<file path="src/rtl/haar_stage_collector.sv">
// haar_stage_collector: rebuilds serial parameter words into classifier records and stage thresholds
module haar_stage_collector #(
  parameter int DATA_WIDTH_12            = 12,
  parameter int NUM_PARAM_PER_CLASSIFIER = 18,
  parameter int NUM_STAGE_THRESHOLD      = 3,
  parameter int NUM_CLASSIFIERS_STAGE    = 9
) (
  input  logic                                               clk,
  input  logic                                               reset,
  input  logic                                               en,
  input  logic                                               i_valid,
  input  logic [DATA_WIDTH_12-1:0]                           i_data,
  input  logic                                               i_end_single_classifier,
  input  logic                                               i_end_database,
  output logic                                               o_ready,
  output logic [NUM_PARAM_PER_CLASSIFIER*DATA_WIDTH_12-1:0]  o_classifier,
  output logic [11:0]                                        o_index_classifier,
  output logic                                               o_classifier_valid,
  input  logic                                               i_classifier_ready,
  output logic [NUM_STAGE_THRESHOLD*DATA_WIDTH_12-1:0]       o_stage_threshold,
  output logic                                               o_stage_threshold_valid,
  output logic                                               o_error
);
  localparam int TW = NUM_STAGE_THRESHOLD > 1 ? $clog2(NUM_STAGE_THRESHOLD) : 1;
  localparam logic [4:0]  LAST_P = 5'(NUM_PARAM_PER_CLASSIFIER - 1);
  localparam logic [11:0] LAST_C = 12'(NUM_CLASSIFIERS_STAGE - 1);
  localparam logic [11:0] LAST_T = 12'(NUM_STAGE_THRESHOLD - 1);
  typedef enum logic [2:0] {IDLE, COLLECT, HOLD, THRESH, DONE} state_t;
  state_t state, state_nx;
  logic [4:0] param_cnt;
  logic [11:0] thr_cnt;
  logic [DATA_WIDTH_12-1:0] rec [NUM_PARAM_PER_CLASSIFIER];
  logic [DATA_WIDTH_12-1:0] thr [NUM_STAGE_THRESHOLD];
  logic acc, frame_err;
  assign o_ready                 = state == COLLECT || state == THRESH;
  assign o_classifier_valid      = state == HOLD;
  assign o_stage_threshold_valid = state == DONE;
  assign acc                     = i_valid && o_ready;
  // flags only police framing; the counters alone decide where words go
  assign frame_err = acc && (state == COLLECT
    ? (i_end_single_classifier != (param_cnt == LAST_P)) || i_end_database
    : i_end_single_classifier || (i_end_database != (thr_cnt == LAST_T)));
  for (genvar k = 0; k < NUM_PARAM_PER_CLASSIFIER; k++) begin : g_rec
    assign o_classifier[k*DATA_WIDTH_12 +: DATA_WIDTH_12] = rec[k];
  end
  for (genvar k = 0; k < NUM_STAGE_THRESHOLD; k++) begin : g_thr
    assign o_stage_threshold[k*DATA_WIDTH_12 +: DATA_WIDTH_12] = thr[k];
  end
  always_comb begin
    state_nx = state;
    case (state)
      IDLE:    state_nx = COLLECT;
      COLLECT: state_nx = acc && param_cnt == LAST_P ? HOLD : COLLECT;
      HOLD:    state_nx = !i_classifier_ready ? HOLD : o_index_classifier == LAST_C ? THRESH : COLLECT;
      THRESH:  state_nx = acc && thr_cnt == LAST_T ? DONE : THRESH;
      DONE:    state_nx = DONE;
      default: state_nx = IDLE;
    endcase
  end
  always_ff @(posedge clk or posedge reset) begin
    if (reset) begin
      state              <= IDLE;
      param_cnt          <= '0;
      thr_cnt            <= '0;
      o_index_classifier <= '0;
      o_error            <= 1'b0;
      for (int k = 0; k < NUM_PARAM_PER_CLASSIFIER; k++) rec[k] <= '0;
      for (int k = 0; k < NUM_STAGE_THRESHOLD; k++) thr[k] <= '0;
    end else if (!en) begin
      state              <= IDLE;
      param_cnt          <= '0;
      thr_cnt            <= '0;
      o_index_classifier <= '0;
      o_error            <= 1'b0;
      for (int k = 0; k < NUM_PARAM_PER_CLASSIFIER; k++) rec[k] <= '0;
      for (int k = 0; k < NUM_STAGE_THRESHOLD; k++) thr[k] <= '0;
    end else begin
      state   <= state_nx;
      o_error <= o_error | frame_err;
      if (acc && state == COLLECT) begin
        rec[param_cnt] <= i_data;
        param_cnt      <= param_cnt + 5'd1;
      end
      if (state == HOLD && i_classifier_ready) begin
        param_cnt          <= '0;
        o_index_classifier <= o_index_classifier + 12'd1;
      end
      if (acc && state == THRESH) begin
        thr[thr_cnt[TW-1:0]] <= i_data;
        thr_cnt              <= thr_cnt + 12'd1;
      end
    end
  end
endmodule
</file>
<file path="config.mk">
export PLATFORM = sky130hd
export DESIGN_NAME = haar_stage_collector
export DESIGN_NICKNAME = d
export VERILOG_FILES = /design/src/rtl/haar_stage_collector.sv
export SDC_FILE = /design/constraint.sdc
export NUM_CORES = 1
export LEC_CHECK = 0
export ABC_AREA = 1
export CORE_MARGIN = 5
export CORE_UTILIZATION = 50
export DETAILED_ROUTE_END_ITERATION = 16
export GPL_TIMING_DRIVEN = 0
export PLACE_DENSITY = 0.81
export RECOVER_POWER = 100
export SYNTH_ARGS = -nofsm -noshare
export SYNTH_HDL_FRONTEND = slang
export SYNTH_SLANG_ARGS = --single-unit
</file>
<file path="constraint.sdc">
create_clock -name clk -period 12.6 [get_ports clk]
set_clock_uncertainty 0.15 [all_clocks]
set_input_delay 3.15 -clock clk [delete_from_list [all_inputs] [get_ports clk]]
set_output_delay 3.15 -clock clk [all_outputs]
set_load 0.02 [all_outputs]
</file>
==> metrics.md <==
| Metric | Value |
|---|---|
| Initial DRC count | 1060 |
| Critical path launch point type | primary input |
| Postcts setup bufs | 0 |
| Total count of hold-check failures in the final report | 0 |
| Total via count in the routed design | 10500 |
| Largest cells by area after synthesis | sky130_fd_sc_hd__dfrtp_1 60%, sky130_fd_sc_hd__nand3_1 11%, sky130_fd_sc_hd__o21ai_0 10%, sky130_fd_sc_hd__nand2_1 2.0%, sky130_fd_sc_hd__o21ai_2 1.6% |
| Worst Path Max Fanout | 10 |
| Antenna diode count | 0 |
| Unique cell type count in the Yosys netlist | 35 |
| Post-synth EDFFs | 0 |
| Required arrival time at the worst endpoint | 12840 ps |
| Final number of max-transition violations | 33 |
| Routed length per placed instance | roughly 21 um |
| Leak pwr | 7.66 nW |
| Global-route wire length before repair | 60400 um |
| Class of the tightest hold or removal check | flop to flop |
| Yosys Warn Count | 0 |
| Combined global-route utilization of all metal layers | 29.1% |
| Most used flip-flop cell after synthesis | sky130_fd_sc_hd__dfrtp_1 |
| Period utilisation layout | a little over two fifths |
| Worst path slowest cell | sky130_fd_sc_hd__nor2_1 |
| Number of antenna violations at the first check in global routing | 0 |
| Clk pin slew, worst setup/hold paths | 70 ps |
| Instance area at placement | between 15000 and 20000 um^2 |
| Routed via count divided by cell count | 5.72 |
| Clk_lat worst skew | 540 ps |
| Fillers | about 1800 |
| Resize count post-CTS | 0 |
| Sum of net half-perimeters after detailed placement | roughly 27000 um |
| Most numerous cell in the Yosys netlist | sky130_fd_sc_hd__dfrtp_1 |
| Clock tree from TritonCTS | built |
| Std cell rows | 56 |
| Final routed DRC violation total | 0 |
| Die width | between 150 and 200 um |
| Initial core utilization | between 50% and 60% |
| Cell taking the most area after synthesis | sky130_fd_sc_hd__dfrtp_1 |
| Total CTS buffers | 29 |
| Design area | 15800 um^2 |
| Synthesis-stage register bit count | 285 |
| Number of nets in the layout | 1530 |
| Worst Setup Path Type | primary input to flop |
| Number of buffers inserted by hold repair at cts | 0 |
| Number of standard cells after synthesis | 1183 |
| Cell area after technology mapping | 11800 um^2 |
| Total wire length | about 40000 um |
| Transition time of the tightest slew-check pin | 1620 ps |
| Crit. Startpoint | i_valid |
| Layout-stage area growth over the synthesis result | 34.0% |
| First-pass iteration count of the detailed router | 5 |
| Root Buffer | sky130_fd_sc_hd__clkbuf_16 |
| Crit path cell chain | dlygate4sd3_1, inv_1, nor2_1, clkbuf_1, nand4_1, clkbuf_1, nand3_1, o21ai_0 |
| Status | complete, but fails checks |
| Reg-to-reg setup timing slack | 9760 ps |
| Ports placed on the boundary | about 290 |
| Total gr overflow | 0 |
| Fmax achieved | 0.182 GHz |
| Clock sink count | 285 |
| Power density relative to cell area | 118 nW/um^2 |
| Total power | 0.00187 W |
| Number of buffers on the longest clock path | 3 |
| Maximum number of pins on one net before global-route repair | 128 |
| Layout cells sized above 1 | 5.91% |
| Count of antenna-violating nets left after detailed routing | 0 |
| Min cycle time layout | 5500 ps |
| Syn_nets | 1212 |
| Maximum vdd ir drop | 0.0920 mV |
| Worst reg2reg startpoint | state[1] |
| Worst setup slack after placement | between 7000 and 8000 ps |
| Total Die Area | 26800 um^2 |
| Endpoint type of the worst setup path | flop |
| Deepest level of the CTS H-tree | 1 |
| RSZ-0062 raised after global routing | false |
| Average footprint of a synthesized cell | about 10 um^2 |
| Number of global-route vias before repair | about 10000 |
| Headroom to the max-slew limit | -8.89% |
| RD Place Congestion | about 0.85 |
| Worst path most repeated cell | sky130_fd_sc_hd__clkbuf_1 |
| Quantity of I/O buffers inserted on ports | 285 |
| Data arrival time of the critical path | approximately 5700 ps |
| Core Area | 23300 um^2 |
| HP Start | o_classifier[197] |
| Area fraction of the dominant cell type after synthesis | 60.5% |
| Register area share after synthesis | 60.5% |
| Die outline height | 164 um |
| Synth top cells by count | 285 x sky130_fd_sc_hd__dfrtp_1, 260 x sky130_fd_sc_hd__nand3_1, 241 x sky130_fd_sc_hd__o21ai_0 |
| Share of synthesized flip-flops with an asynchronous set or reset | 100% |
| Failing checks | capacitance limit, slew limit |
| Final hold slack | 354 ps |
| Delay of the slowest cell on the worst path | 570 ps |
| Final setup violation count | 0 |
| MaxCap Viol Count | 1 |
| Smallest setup slack after layout | 7100 ps |
## area by class of cell
type | instances | area (um^2) | area share [%]
buffer | 103 | 418 | 2.64
clock buffer | 39 | 813 | 5.15
inverter | 55 | 208 | 1.31
timing repair buffer | 287 | 2910 | 18.4
multi-input combinational | 740 | 3800 | 24.0
tap | 319 | 399 | 2.53
sequential | 285 | 7130 | 45.1
clock inverter | 14 | 129 | 0.815
## power breakdown
group	internal [W]	switching [W]	total [W]
sequential	0.000919	0.00000305	0.000922
combinational	0.0000199	0.0000746	0.0000945
clock	0.000493	0.000363	0.000856
total	0.00143	0.000440	0.00187
## routing by layer
layer	vias to the layer above	wire length (um)	GRT usage, %
met4	0	1570	10.8
li1	4726	-	-
met2	519	18200	44.7
met3	109	4230	8.66
met5	-	0	0
met1	5176	15200	39.4
## flip-flops by register name, summed over array words and instances (netlist names)
name,count
o_classifier,216
o_stage_threshold,36
o_index_classifier,12
thr_cnt,12
param_cnt,5
state,3
o_error,1
## metrics by stage
stage	std cells	TNS, ps	util (%)
2_1_floorplan	1183	0	-
3_3_place_gp	1787	-548320	64.5
4_1_cts	1842	0	68.8
5_1_grt	1842	0	67.7
6_report	1842	0	67.7
3_5_place_dp	1789	0	64.8
## critical path, delay by kind of cell
family	cells	cell delay, ps
and+or+nand+nor	3	1120
AOI/OAI and AO/OA	1	90
buffers and inverters	4	1370
## final timing paths
kind / to / cells past startpoint
setup / recovery: o_classifier[77] / 8
setup reg to reg: o_classifier[77] / 8
min in group asynchronous: o_index_classifier[2] / 2
hold reg to reg: o_classifier[197] / 2
max in group asynchronous: o_classifier[40] / 3
hold / removal: o_classifier[197] / 2
## cell usage in the layout (no fill, tap or decap), drive strengths merged
master and n:
dfrtp 285, a31oi 1, or2 2, nand3b 1
inv 53, dlygate4sd3 272, buf 21, nand2 72
nor4 2, a211oi 1, nor2 53, ha 10
clkdlybuf4s50 13, clkinv 11, a21oi 18, bufinv 2
nor3b 1, clkinvlp 3, clkbuf 123, o21ai 273
nand4 15, nand3 280, nor3 11
## kinds of logic (layout without fill, tap and decap cells)
group                      count (synthesis)  in the layout  synth area share (%)
and+or+nand+nor                          437            437                  19.4
AOI/OAI and AO/OA                        293            293                  13.2
DFF                                      285            285                  60.5
buffers and inverters                    158            498                  5.91
adders and majority gates                 10             10                  1.06
No activity file was read; power rests on OpenSTA's default activity.
